--- src/rtl/mdio_pkg.sv ---
// MDIO master shared definitions: FSM states, Clause-22 frame fields, frame builder.
// Latency: n/a (types and constants only).
// Backpressure: n/a.
package mdio_pkg;

  typedef enum logic [2:0] {
    PHY_RST,
    PHY_WAIT,
    IDLE,
    SHIFT,
    RESP
  } state_t;

  localparam logic [1:0] MDIO_ST    = 2'b01;
  localparam logic [1:0] MDIO_OP_WR = 2'b01;
  localparam logic [1:0] MDIO_OP_RD = 2'b10;
  localparam logic [1:0] MDIO_TA_WR = 2'b10;
  localparam int         FRAME_BITS = 64;
  localparam int         PRE_BITS   = 32;

  // Frame bit positions (b0 = first bit on the wire)
  localparam logic [5:0] BIT_TA      = 6'd46;
  localparam logic [5:0] BIT_TA_LAST = 6'd47;
  localparam logic [5:0] BIT_DATA    = 6'd48;

  // Whole frame, wire bit b sits at vector index 63-b. Read frames carry 1s in
  // the TA/data slots; those bits are never driven because oe is low there.
  function automatic logic [63:0] build_frame(input logic        wr,
                                              input logic [4:0]  phy,
                                              input logic [4:0]  regad,
                                              input logic [15:0] wdata);
    build_frame = {{PRE_BITS{1'b1}}, MDIO_ST,
                   (wr ? MDIO_OP_WR : MDIO_OP_RD), phy, regad,
                   (wr ? MDIO_TA_WR : 2'b11),
                   (wr ? wdata : 16'hFFFF)};
  endfunction

endpackage

--- src/rtl/mdio_mdc_gen.sv ---
// MDC generator: low for CLK_DIV cycles then high for CLK_DIV cycles while en=1.
// Latency: first rising edge CLK_DIV cycles after en rises; strobes are combinational.
// Backpressure: none; en=0 parks MDC low and clears the divider.
module mdio_mdc_gen #(
  parameter int CLK_DIV = 25
) (
  input  logic CLK,
  input  logic RST,
  input  logic en,
  output logic mdc,
  output logic fall_stb,
  output logic rise_stb
);

  localparam logic [7:0] DIV_LAST = 8'(CLK_DIV - 1);

  logic [7:0] div_q, div_d;
  logic       mdc_q, mdc_d;
  logic       wrap;

  // Strobes mark the cycle at whose end MDC toggles
  assign wrap     = en && (div_q == DIV_LAST);
  assign fall_stb = wrap && mdc_q;
  assign rise_stb = wrap && !mdc_q;
  assign mdc      = mdc_q;

  // Divider and MDC next state; disabled means parked low with divider cleared
  always_comb begin
    div_d = div_q + 8'd1;
    mdc_d = mdc_q;
    if (!en) begin
      div_d = 8'd0;
      mdc_d = 1'b0;
    end else if (wrap) begin
      div_d = 8'd0;
      mdc_d = !mdc_q;
    end
  end

  // Divider and MDC registers
  always_ff @(posedge CLK or posedge RST) begin
    if (RST) begin
      div_q <= 8'd0;
      mdc_q <= 1'b0;
    end else begin
      div_q <= div_d;
      mdc_q <= mdc_d;
    end
  end

endmodule

--- src/rtl/mdio_phy_ctrl.sv ---
// PHY reset sequencer plus Clause-22 MDIO master, one read/write frame per request.
// Latency: request accepted at T -> rsp_valid at T+1+128*CLK_DIV.
// Backpressure: req_ready only in IDLE; response held in RESP until rsp_ready.
module mdio_phy_ctrl
  import mdio_pkg::*;
#(
  parameter int CLK_DIV  = 25,
  parameter int RST_HOLD = 12500,
  parameter int RST_WAIT = 625000
) (
  input  logic        CLK,
  input  logic        RST,
  input  logic        phy_reset_req,
  output logic        phy_ready,
  output logic        gmii_rstn,
  input  logic        req_valid,
  output logic        req_ready,
  input  logic        req_write,
  input  logic [4:0]  req_phy,
  input  logic [4:0]  req_reg,
  input  logic [15:0] req_wdata,
  output logic        rsp_valid,
  input  logic        rsp_ready,
  output logic [15:0] rsp_rdata,
  output logic        rsp_err,
  output logic        mdio_mdc,
  output logic        mdio_mdd_o,
  output logic        mdio_mdd_oe,
  input  logic        mdio_mdd_i
);

  localparam int             CNT_MAX   = (RST_HOLD > RST_WAIT) ? RST_HOLD : RST_WAIT;
  localparam int             CNT_W     = $clog2(CNT_MAX + 1);
  localparam logic [CNT_W-1:0] HOLD_LAST = CNT_W'(RST_HOLD - 1);
  localparam logic [CNT_W-1:0] WAIT_LAST = CNT_W'(RST_WAIT - 1);
  localparam logic [5:0]     LAST_BIT  = 6'(FRAME_BITS - 1);

  state_t           state_q, state_d;
  logic [CNT_W-1:0] cnt_q, cnt_d;

  logic        wr_q;
  logic [4:0]  phy_q, reg_q;
  logic [15:0] wdata_q;
  logic [5:0]  bit_q;
  logic [15:0] rdata_q;
  logic        err_q;
  logic        mdd_o_q, mdd_oe_q;
  logic        nxt_o_q, nxt_oe_q;

  logic        accept;
  logic        in_shift;
  logic        last_fall;
  logic        fall_stb, rise_stb;
  logic [63:0] frame;
  logic [5:0]  nxt_bit;

  assign accept    = req_valid && req_ready;
  assign in_shift  = (state_q == SHIFT);
  assign last_fall = in_shift && fall_stb && (bit_q == LAST_BIT);
  assign frame     = build_frame(wr_q, phy_q, reg_q, wdata_q);
  assign nxt_bit   = bit_q + 6'd1;

  mdio_mdc_gen #(
    .CLK_DIV (CLK_DIV)
  ) u_mdc (
    .CLK      (CLK),
    .RST      (RST),
    .en       (in_shift),
    .mdc      (mdio_mdc),
    .fall_stb (fall_stb),
    .rise_stb (rise_stb)
  );

  // FSM state and reset-sequence timer registers
  always_ff @(posedge CLK or posedge RST) begin
    if (RST) begin
      state_q <= PHY_RST;
      cnt_q   <= '0;
    end else begin
      state_q <= state_d;
      cnt_q   <= cnt_d;
    end
  end

  // Next-state logic; the timer restarts on every state change
  always_comb begin
    state_d = state_q;
    case (state_q)
      PHY_RST:  if (cnt_q == HOLD_LAST) state_d = PHY_WAIT;
      PHY_WAIT: if (cnt_q == WAIT_LAST) state_d = IDLE;
      IDLE: begin
        if (phy_reset_req)  state_d = PHY_RST;
        else if (req_valid) state_d = SHIFT;
      end
      SHIFT:    if (last_fall) state_d = RESP;
      RESP:     if (rsp_ready) state_d = IDLE;
      default:  state_d = PHY_RST;
    endcase
    cnt_d = '0;
    if ((state_q == PHY_RST || state_q == PHY_WAIT) && (state_d == state_q))
      cnt_d = cnt_q + CNT_W'(1);
  end

  // Handshake and PHY reset outputs decoded from state
  always_comb begin
    gmii_rstn = (state_q != PHY_RST);
    phy_ready = (state_q == IDLE) || (state_q == SHIFT) || (state_q == RESP);
    req_ready = (state_q == IDLE) && !phy_reset_req;
    rsp_valid = (state_q == RESP);
  end

  // Frame datapath: the next wire bit is looked up at the MDC rise so the
  // 64:1 select has a full half-period, then launched at the MDC fall.
  always_ff @(posedge CLK or posedge RST) begin
    if (RST) begin
      wr_q     <= 1'b0;
      phy_q    <= 5'd0;
      reg_q    <= 5'd0;
      wdata_q  <= 16'd0;
      bit_q    <= 6'd0;
      rdata_q  <= 16'd0;
      err_q    <= 1'b0;
      mdd_o_q  <= 1'b1;
      mdd_oe_q <= 1'b0;
      nxt_o_q  <= 1'b1;
      nxt_oe_q <= 1'b0;
    end else if (accept) begin
      wr_q     <= req_write;
      phy_q    <= req_phy;
      reg_q    <= req_reg;
      wdata_q  <= req_wdata;
      bit_q    <= 6'd0;
      rdata_q  <= 16'd0;
      err_q    <= 1'b0;
      mdd_o_q  <= 1'b1;
      mdd_oe_q <= 1'b1;
    end else if (in_shift) begin
      if (rise_stb) begin
        if (bit_q == LAST_BIT) begin
          nxt_o_q  <= 1'b1;
          nxt_oe_q <= 1'b0;
        end else begin
          nxt_o_q  <= frame[~nxt_bit];
          nxt_oe_q <= wr_q || (nxt_bit < BIT_TA);
        end
      end
      if (fall_stb) begin
        bit_q    <= nxt_bit;
        mdd_o_q  <= nxt_o_q;
        mdd_oe_q <= nxt_oe_q;
        if (!wr_q && (bit_q == BIT_TA_LAST)) err_q <= mdio_mdd_i;
        if (!wr_q && (bit_q >= BIT_DATA))    rdata_q <= {rdata_q[14:0], mdio_mdd_i};
      end
    end
  end

  assign rsp_rdata   = rdata_q;
  assign rsp_err     = err_q;
  assign mdio_mdd_o  = mdd_o_q;
  assign mdio_mdd_oe = mdd_oe_q;

endmodule

--- config.mk ---
export PLATFORM = sky130hd
export DESIGN_NAME = mdio_phy_ctrl
export DESIGN_NICKNAME = d
export VERILOG_FILES = /design/src/rtl/mdio_pkg.sv /design/src/rtl/mdio_mdc_gen.sv /design/src/rtl/mdio_phy_ctrl.sv
export SDC_FILE = /design/constraint.sdc
export NUM_CORES = 1
export LEC_CHECK = 0
export BUFFER_PORTS_ARGS = -buffer_cell sky130_fd_sc_hd__buf_2
export CAP_MARGIN = 10
export CELL_PAD_IN_SITES_DETAIL_PLACEMENT = 1
export CELL_PAD_IN_SITES_GLOBAL_PLACEMENT = 1
export CORE_MARGIN = 2
export CORE_UTILIZATION = 25
export CTS_BUF_LIST = sky130_fd_sc_hd__clkbuf_8 sky130_fd_sc_hd__clkbuf_16
export DETAILED_ROUTE_END_ITERATION = 6
export GPL_TIMING_DRIVEN = 0
export PLACE_DENSITY_LB_ADDON = 0.1
export SKIP_LAST_GASP = 1
export SLEW_MARGIN = 10
export SYNTH_ARGS = -nofsm -noshare
export SYNTH_HDL_FRONTEND = slang
export SYNTH_SLANG_ARGS = --single-unit
--- constraint.sdc ---
create_clock -name CLK -period 5.76 [get_ports CLK]
set_input_delay 0.288 -clock CLK [delete_from_list [all_inputs] [get_ports CLK]]
set_output_delay 0.288 -clock CLK [all_outputs]
set_load 0.01 [all_outputs]
Word level (Yosys, flattened, before mapping) --
Index checks and enable logic that the tools add are counted.
Storage, ports and cells: word-level logic and storage cells 97, register bits 86, bits of input ports 33, output and inout port bits 24
Operators by class: multiplexer cells 36, equality and inequality tests 11, magnitude comparators 3, reductions and logical operators 27, bitwise gates (word level) 2, $add $sub $neg 3
Operator list (count):
- $mux W16 | 5
- $add A20 B1 Y20 const B | 1
- $eq A20 B14 Y1 const B | 1
- $eq A20 B20 Y1 const B | 1
- $mux W20 | 1
- $mux W3 | 6
- $mux W6 | 3
- $mux W1 | 16
- $mux W8 | 2
- $pmux W3 S5 | 1
- $eq A6 B6 Y1 const B | 2
- $logic_and A1 B1 Y1 | 10
- $reduce_and A3 Y1 | 3
- $add A8 B1 Y8 const B | 1
- $eq A8 B5 Y1 const B | 1
- $reduce_bool A2 Y1 | 4
- $lt A6 B7 Y1 const B | 1
- $add A6 B1 Y6 const B | 1
- $bmux W1 S6 | 1
- $eq A3 B2 Y1 const B | 2
- $ge A6 B6 Y1 const B | 1
- $lt A6 B6 Y1 const B | 1
- $not A6 Y6 | 1
- $logic_or A1 B1 Y1 | 4
- 10 further kinds | 12

Depth between registers and ports, before layout --
Gate-level depths: netlist (run 1).
depth in word-level cells 10, gate-level depth with buffers 8, gate-level depth less buffers 7

Modules after synthesis --
A second synthesis (run 1) with hierarchy kept.
Unflattened totals: cell total of the unflattened synthesis 463, area, all modules 4250.3 um2
By module, submodules not included:
- mdio_phy_ctrl | area each 3777.4 um2, cells an instance 414, times used 1, sequential area each 1929.4 um2
- mdio_mdc_gen | area each 473.0 um2, cells an instance 49, times used 1, sequential area each 225.2 um2

Worst setup path after synthesis (run 1) --
Ideal clock, no wire load.
path type register to register, start point register bit_q[1], end point register nxt_o_q, slack 3728 ps, buffers on the path 1, stages on the path, launching flop included 8, data required time 5675 ps, arrival time 1946 ps, period minus slack after synthesis 2032 ps, setup time 85 ps, cells stage by stage dfrtp_1 -> ha_1 -> buf_2 -> xor2_1 -> mux4_2 -> or3_1 -> o211ai_1 -> o31ai_1
On the way: word-level cells in the longest chain between the ends 5, elaborated cells on any way between the ends 6, those cells by class add/sub (1); eq/ne (1); mux (3); bitwise (1)
RTL lines:
- from (decl) | line mdio_phy_ctrl.sv:44 | logic [5:0] bit_q;
- from (signal assigned) | line mdio_phy_ctrl.sv:148 | bit_q <= nxt_bit;
- $add A6 B1 Y6 | line mdio_phy_ctrl.sv:61 | assign nxt_bit = bit_q + 6'd1;
- $not A6 Y6 | line mdio_phy_ctrl.sv:143 | nxt_o_q <= frame[~nxt_bit];
- $bmux W1 S6 | line mdio_phy_ctrl.sv:143
- $mux W1 (implied by the code) | line mdio_phy_ctrl.sv:143
- $mux W1 * | line mdio_phy_ctrl.sv:139 | if (bit_q == LAST_BIT) begin
- to (signal assigned) | line mdio_phy_ctrl.sv:143
- to (decl) | line mdio_phy_ctrl.sv:48 | logic nxt_o_q, nxt_oe_q;
Mark *: on every way between the ends. The rest lies on a longest branch, timed or not. The select of a mux whose other input is x is not followed. A chain may end at the register's enable or synchronous reset.

Worst setup path in the final report (run 1) --
Ends and elaborated chain as after synthesis.

==> results of run 1 <==
[layer usage]
metal / track usage, % / vias up / wire length (um)
met4: 5.21 / 0 / 146
li1: - / 1711 / -
met5: 0 / - / 0
met2: 21.9 / 46 / 5440
met1: 18.1 / 1722 / 5670
met3: 2.43 / 8 / 324
[layout make-up]
| type | instances | area (um^2) |
|---|---|---|
| clock inverters | 6 | 77.6 |
| plain buffers | 23 | 121 |
| well taps | 225 | 282 |
| fillers | 2004 | 11900 |
| clock buffers | 10 | 239 |
| inverters | 13 | 51.3 |
| repair buffers | 58 | 318 |
| multi-input cells | 340 | 2000 |
| flip-flops and latches | 86 | 2150 |
[sequential cells by signal, summed over array words and instances, names as in the netlist, 3 cells and up]
name and count:
phy_q 5, state_q 3, reg_q 5, wdata_q 16, cnt_q 20, bit_q 6
u_mdc.div_q 8, rsp_rdata 16
[worst max-delay path: stages, from the launching register on]
cell	delay [ps]
dfrtp_1	490
ha_1	190
buf_2	220
xor2_1	610
mux4_2	410
or3_1	330
o211ai_1	130
o31ai_1	100
[synth_stat cells (4+ instances only)]
library cell	instances	area, um^2
nand2_1	123	462
dfrtp_1	84	2100
nor2_1	37	139
mux2i_1	18	180
xnor2_1	16	140
clkbuf_1	15	56.3
nand3_1	15	75.1
xor2_1	14	123
inv_1	13	48.8
a21oi_1	10	50.1
nand4_1	10	62.6
o21ai_0	9	45.0
and3_1	8	50.1
and4_1	8	70.1
and2_1	5	31.3
a31oi_1	4	25.0
buf_6	4	45.0
ha_1	4	50.1
nor4_1	4	25.0
or3_1	4	25.0
[final timing paths]
kind                             startpoint            end  slack [ps]  depth (start not counted)
worst min-delay path             req_reg[0]       reg_q[0]         130                          3
worst max register to register     bit_q[1]        nxt_o_q        3200                          7
max in group asynchronous               RST     mdio_mdd_o        4550                          4
min in group asynchronous               RST  rsp_rdata[13]         510                          3
worst min register to register  wdata_q[12]    wdata_q[12]         470                          2
worst max-delay path               bit_q[1]        nxt_o_q        3200                          7
[logic make-up after synthesis]
group                      count (synthesis)  synth area share [%]
and+or+nand+nor                          238                  26.0
adders and majority gates                  4                  1.16
muxes                                     23                  6.24
DFF                                       86                  49.8
xor gates and xnor gates                  30                  6.07
buffers and inverters                     36                  3.93
AOI/OAI and AO/OA                         45                  6.76
[where the power goes]
group          internal [mW]  switching (mW)  total [mW]
clock                  0.387           0.240       0.628
sequential             0.604        0.000203       0.605
combinational         0.0109          0.0172      0.0282
[metrics by stage]
stage	cell area, um^2	power [mW]	utilization (%)	instances
final	5250	1.26	30.7	761
after global routing	5250	1.32	30.7	761
after CTS	5250	1.29	30.7	761
after detailed placement	4920	0.645	28.7	744
after global placement	4890	0.642	28.6	743
after floorplan	4330	0.626	-	462
[repair_timing]
item	4_1_cts	5_1_grt
setup buffers	0	0
hold buffers	1	0
hold endpoints to repair	31	0
gates resized for setup	0	0
==> flow_summary.yaml, run 1 <==
worst_setup_path:
  critPathCaptureType: "register"
  crit_type: "reg2reg"
  cp-start-kind: "register"
  cp_max_fo: 10
  crit_required_ps: 6020
  cp.arrival_ps: 2820
timing:
  period_share_pct: 44.4
  tns_ps: 0
  tightest_slew_ps: 1080
  relSlewSlack_pct: 27.2
  fin_crit_ps: 2560
  finClkSkew_ps: 5.54
  hold_viol_final: 0
  rsz0062_at_grt: "false"
  setup_violations: 0
  fmax_mhz: 391
  fin_hold_ws_ps: 135
  drv_slew: 0
  setup_ws_ps: 3200
floorplan:
  dieArea_um2: 18400
  io_pins: 57
  coreArea_um2: 17100
  die-width_um: 136
  initial_core_util_pct: 25.3
  rows: 48
  fp.dieH_um: 136
routing:
  dr_total_vias: 3487
  drc: 0
  vias_per_cell: 4.58
  drt_wl_total_um: 11600
  dr.pass1.iters: 4
  routedWlPerCell_um: 15.2
  drt_iter0_drc: 134
  final_antenna_net_count: 0
global_routing:
  antenna_found_initial: 0
  grt_usage_pct: 13.5
  overflow: 0
  grt_pass1_wl_um: 19200
  grt_pass1_vias: 3728
  grt_max_degree: 56
synth:
  syn-cell-area_um2: 4330
  syn_area_per_cell_um2: 9.37
  synth_cell_types: 52
  syn_nets: 499
  ys_seq_area_share_pct: 49.8
  syn_inst: 462
  ys_seq_elements: 86
  async_flop_share_pct: 100
  synth_edf_count: 0
  ys.flop_type: "dfrtp_1"
  yosysWarnings: 0
clock_tree:
  cts_tree: "built"
  clock-sinks: 86
  clock_latency_ps: 340
  cts-root-buf: "clkbuf_16"
  cts_max_level: 3
  cts-buffers-inserted: 9
  clock_path_buffers: 2
  clk_pin_slew_ps: 60
job:
  max-cap-violations: 0
status:
  status: "complete, no violations"
min_path:
  hold_class: "in2reg"
final_layout:
  num_antenna_cells: 0
  area_growth_pct: 21.2
  drive_above_1_share_pct: 17.2
  layout_common_cells: "123 x nand2_1, 84 x dfrtp_1, 59 x buf_2, 37 x nor2_1, 18 x mux2i_1"
  layout_commonest_cell: "nand2_1"
  num-nets-final: 568
placed_design:
  gp_congestion: 0.763
  dp_slack_ps: 3220
  portBuffers: 56
  hpwlAfterDp_um: 8330
power_and_ir_drop:
  power_leakage_nw: 2.59
  irDropWorstVdd_mv: 0.137
  p_per_area_nw_per_um2: 240
Power figures use the tool's default switching activity.
==> inputs of run 2 (changes only) <==
- clock period: 5.76 -> 2.7 ns (I/O delays scaled with it)
==> run 2 against run 1 <==
Clock power grew 110%. Register-to-register slack got worse by 3100 ps. Routed wire length up 0.85%. Critical endpoint unchanged. Fmax fell by 0.50%. Die area is the same. Combinational power rose to 3.1 times the previous value. Utilization grew 1.5 points. Via count rose by 2.9%. Sequential power up 110%. Flip-flop and latch count is the same. Cell count increased by 3.4%. Count of clock-buffer cells in the layout unchanged.
==> flow_summary.yaml, run 2 (synthesized netlist as in run 1, its figures left out) <==
status:
  status: "complete, no violations"
job:
  max-cap-violations: 0
min_path:
  hp-start: "req_wdata[0]"
  hold_depth: 3
  hold_class: "in2reg"
final_layout:
  num_antenna_cells: 0
  postLayoutCellArea_um2: 5510
  fin_util_pct: 32.2
  area_growth_pct: 27.2
  layout_commonest_cell: "nand2_1"
  drive_above_1_share_pct: 16.4
  multi_input_area_um2: 2000
  nFillCells: 2004
  regMostFlops: "cnt_q"
  largest_reg_flops: 20
  instances_no_fill: 787
  num-nets-final: 594
  layout_common_cells: "123 x nand2_1, 84 x dfrtp_1, 59 x buf_2, 37 x nor2_1, 27 x dlygate4sd3_1"
  seq_area_um2: 2150
worst_setup_path:
  crit_type: "reg2reg"
  cp.arrival_ps: 2830
  reg2reg_to: "nxt_o_q"
  critPathCapture: "nxt_o_q"
  r2r_cells: 7
  cp-start-kind: "register"
  critPathCaptureType: "register"
  slowest_stage: "xor2_1"
  crit_start: "bit_q[1]"
  crit_chain: "ha_1, buf_2, xor2_1, mux4_2, or3_1, o211ai_1, o31ai_1"
  crit_required_ps: 2960
  regToRegSetupSlack_ps: 130
  cp_max_fo: 10
  max_stage_delay_ps: 620
  r2r_start: "bit_q[1]"
placed_design:
  place_inst: 744
  hpwlAfterDp_um: 8330
  placed_area_um2: 4920
  gp_congestion: 0.763
  dp_slack_ps: 164
  portBuffers: 56
timing:
  setup_ws_ps: 127
  fmax_mhz: 389
  rsz0062_at_grt: "false"
  setup_violations: 0
  fin_crit_ps: 2570
  period_share_pct: 95.3
  finClkSkew_ps: 5.56
  hold_viol_final: 0
  relSlewSlack_pct: 27.2
  drv_slew: 0
  tightest_slew_ps: 1080
routing:
  final_antenna_net_count: 0
  drt_wl_total_um: 11700
  vias_per_cell: 4.56
  drt_iter0_drc: 104
  drc: 0
  routedWlPerCell_um: 14.8
  dr.pass1.iters: 4
  dr_total_vias: 3589
floorplan:
  fp.dieH_um: 136
  die-width_um: 136
  rows: 48
  initial_core_util_pct: 25.3
  dieArea_um2: 18400
  io_pins: 57
  coreArea_um2: 17100
clock_tree:
  cts-root-buf: "clkbuf_16"
  clock_path_buffers: 2
  clock-sinks: 86
  post_cts_resized: 0
  clk_pin_slew_ps: 60
  cts_tree: "built"
  clock_latency_ps: 340
  cts-buffers-inserted: 9
  cts_max_level: 3
power_and_ir_drop:
  power_frac_comb_pct: 3.3
  power.clock.fraction_pct: 49.3
  p_sw_mw: 0.554
  p_per_area_nw_per_um2: 494
  netSwitchingFraction_pct: 20.4
  power.sequential.fraction_pct: 47.5
  irDropWorstVdd_mv: 0.291
  p_int_mw: 2.16
  power_leakage_nw: 2.69
global_routing:
  antenna_found_initial: 0
  grt_usage_pct: 13.7
  grt_max_degree: 56
  overflow: 0
  grt_pass1_vias: 3800
  grt_pass1_wl_um: 19500
[run 2: cell count changes in the layout (fill, tap and decap cells not counted)]
cell           delta
dlygate4sd3_1    +26
[run 2: critical path: cells and delay by family, from the launching register on]
kind	cells	cell delay (ps)
compound gates	2	230
mux	1	410
simple gates	1	330
buf+inv	1	220
fa+ha+maj	1	190
xor+xnor	1	620
flops	1	490
[run 2: metal layers]
metal / track usage (%) / part of all wire, % / vias up
met5: 0 / 0 / -
met1: 18.3 / 49 / 1771
met4: 5.21 / 1.4 / 0
met2: 22.3 / 47 / 43
met3: 2.32 / 2.5 / 10
li1: - / - / 1765
[run 2: area by class of cell]
cell class	instances	share of cell area (%)
flip-flops and latches	86	39.1
clock buffers	10	4.34
inverters	13	0.932
plain buffers	23	2.20
multi-input cells	340	36.4
repair buffers	84	10.5
well taps	225	5.11
clock inverters	6	1.41
[run 2: how the worst min path moves through the flow]
stage,endpoint,slack (ps)
floorplan,phy_q[0],240
global placement,reg_q[0],330
detailed placement,rsp_rdata[13],190
CTS,wdata_q[0],4
global route,wdata_q[0],20
finish,wdata_q[0],20
[run 2: per-stage QoR]
stage	setup TNS, ps	power [mW]	hold slack, ps
after floorplan	0	1.33	240
after global placement	-85610	1.37	325
after detailed placement	0	1.38	188
after CTS	0	2.78	3.90
after global routing	0	2.84	18.7
final	0	2.72	20.8
[run 2: power by group through the flow]
stage | combinational (mW) | clock [mW] | sequential [mW]
floorplan | 0.0208 | 0 | 1.31
detailed placement | 0.0624 | 0 | 1.31
finish | 0.0887 | 1.34 | 1.29
global route | 0.100 | 1.45 | 1.29
global placement | 0.0566 | 0 | 1.31
CTS | 0.0928 | 1.40 | 1.29
[run 2: timing repair]
action | in CTS | in global routing
hold endpoints to repair | 57 | 0
buffers inserted | 0 | 0
setup endpoints to repair | 0 | 0
hold buffers | 27 | 0
==> inputs of run 3 (changes only) <==
- CELL_PAD_IN_SITES_GLOBAL_PLACEMENT: 1 -> 2
==> run 3 against run 2 <==
Combinational power decreased by 2%. Fmax increased by 2.1%. Clock power rose by 7%. First-iteration DRC count up 54%. Cell count fell by 0.25%. Largest cell class unchanged.
==> flow_summary.yaml, run 3 (synthesized netlist as in run 1, its figures left out) <==
power_and_ir_drop:
  power.clock.fraction_pct: 51.0
  p_int_mw: 2.26
  netSwitchingFraction_pct: 19.8
  fin_total_pwr_mw: 2.81
  irDropWorstVdd_mv: 0.272
  power_leakage_nw: 2.70
  power_frac_comb_pct: 3.1
  power.sequential.fraction_pct: 45.9
  p_sw_mw: 0.556
  p_per_area_nw_per_um2: 509
global_routing:
  grt_max_degree: 50
  grt_usage_pct: 13.9
  overflow: 0
  grt_pass1_vias: 3761
  grt_pass1_wl_um: 19800
  antenna_found_initial: 0
clock_tree:
  cts-buffers-inserted: 9
  clock_path_buffers: 2
  postCtsSetupBuffers: 0
  cts_max_level: 3
  clock_latency_ps: 340
  clock-sinks: 86
  cts-root-buf: "clkbuf_16"
  cts_tree: "built"
  clk_pin_slew_ps: 60
timing:
  fmax_mhz: 397
  hold_viol_final: 0
  finClkSkew_ps: 8.73
  fin_crit_ps: 2520
  setup_violations: 0
  tightest_slew_ps: 1050
  period_share_pct: 93.3
  drv_slew: 0
  tns_ps: 0
  relSlewSlack_pct: 29.3
  rsz0062_at_grt: "false"
worst_setup_path:
  crit_start: "bit_q[1]"
  regToRegSetupSlack_ps: 180
  critPathCapture: "nxt_o_q"
  r2r_start: "bit_q[1]"
  critPathCaptureType: "register"
  cp.arrival_ps: 2780
  crit_required_ps: 2960
  cp-start-kind: "register"
  cp_max_fo: 10
  crit_type: "reg2reg"
  max_stage_delay_ps: 610
  crit_chain: "ha_1, buf_2, xor2_1, mux4_2, or3_1, o211ai_1, o31ai_1"
  r2r_cells: 7
  reg2reg_to: "nxt_o_q"
  slowest_stage: "xor2_1"
floorplan:
  io_pins: 57
  dieArea_um2: 18400
  die-width_um: 136
  initial_core_util_pct: 25.3
  rows: 48
  coreArea_um2: 17100
  fp.dieH_um: 136
final_layout:
  instances_no_fill: 785
  layout_common_cells: "123 x nand2_1, 84 x dfrtp_1, 59 x buf_2, 37 x nor2_1, 26 x dlygate4sd3_1"
  num-nets-final: 593
  regMostFlops: "cnt_q"
  num_antenna_cells: 0
  drive_above_1_share_pct: 16.6
  largest_reg_flops: 20
  layout_commonest_cell: "nand2_1"
  fin_util_pct: 32.3
  area_growth_pct: 27.7
min_path:
  hold_depth: 3
  hold_class: "in2reg"
routing:
  final_antenna_net_count: 0
  routedWlPerCell_um: 15.0
  dr.pass1.iters: 4
  dr_total_vias: 3591
  drt_wl_total_um: 11800
  drt_iter0_drc: 160
  drc: 0
  vias_per_cell: 4.57
placed_design:
  place_inst: 744
  hpwlAfterDp_um: 8500
  gp_congestion: 0.715
  portBuffers: 56
job:
  max-cap-violations: 0
status:
  status: "complete, no violations"
==> run 3: cell count changes in the layout (fill, tap and decap cells not counted), sizes merged <==
cell / previous run / this run
dlygate4sd3: 27 / 26
bufinv: 2 / 3
inv: 15 / 14
clkinv: 2 / 1
==> run 3: worst min-delay path by stage <==
stage / startpoint / endpoint / slack, ps
finish: req_wdata[1] / wdata_q[1] / 7
global route: req_wdata[1] / wdata_q[1] / 10
CTS: req_wdata[1] / wdata_q[1] / 2
detailed placement: RST / rsp_rdata[15] / 230
global placement: req_reg[0] / reg_q[0] / 330
floorplan: req_phy[0] / phy_q[0] / 240
==> run 3: what timing repair did <==
item                                    4_1_cts  5_1_grt
resized for setup                             0        1
hold buffers                                 26        0
hold endpoints to repair                     62        0
endpoints found under the setup margin        0        1
==> run 3: metal layers <==
metal	global-route usage, %	part of all wire (%)
met1	18.3	49
met2	22.8	46
met3	2.32	3.4
met4	5.50	1.7
met5	0	0
==> run 3: cell type report <==
class | instances | area (um^2)
sequential | 86 | 2150
clock inverter | 5 | 98.8
tap | 225 | 282
timing repair buffer | 83 | 568
clock buffer | 10 | 239
inverter | 13 | 51.3
fill | 1999 | 11600
buffer | 23 | 121
multi-input combinational | 340 | 2010
==> run 3: through the flow <==
| step | setup slack (ps) | hold WS, ps | cell area (um^2) |
|---|---|---|---|
| floorplan | 346 | 240 | 4330 |
| global placement | -1090 | 325 | 4890 |
| detailed placement | 196 | 230 | 4920 |
| CTS | 155 | 2.21 | 5520 |
| global route | 36.9 | 10.8 | 5530 |
| finish | 181 | 7.35 | 5530 |
==> run 3: worst max-delay path: cells and delay by family, from the launching register on <==
kind / cells / cell delay, ps
AOI/OAI and AO/OA: 2 / 210
xor gates and xnor gates: 1 / 610
adders and majority gates: 1 / 190
buffers and inverters: 1 / 230
DFF: 1 / 480
muxes: 1 / 400
and+or+nand+nor: 1 / 310
==> run 3: power groups by stage <==
stage / Sequential [mW] / Clock [mW] / Combinational [mW]
6_report: 1.29 / 1.43 / 0.0869
5_1_grt: 1.29 / 1.54 / 0.0987
4_1_cts: 1.29 / 1.49 / 0.0917
3_5_place_dp: 1.31 / 0 / 0.0625
3_3_place_gp: 1.31 / 0 / 0.0560
2_1_floorplan: 1.31 / 0 / 0.0208
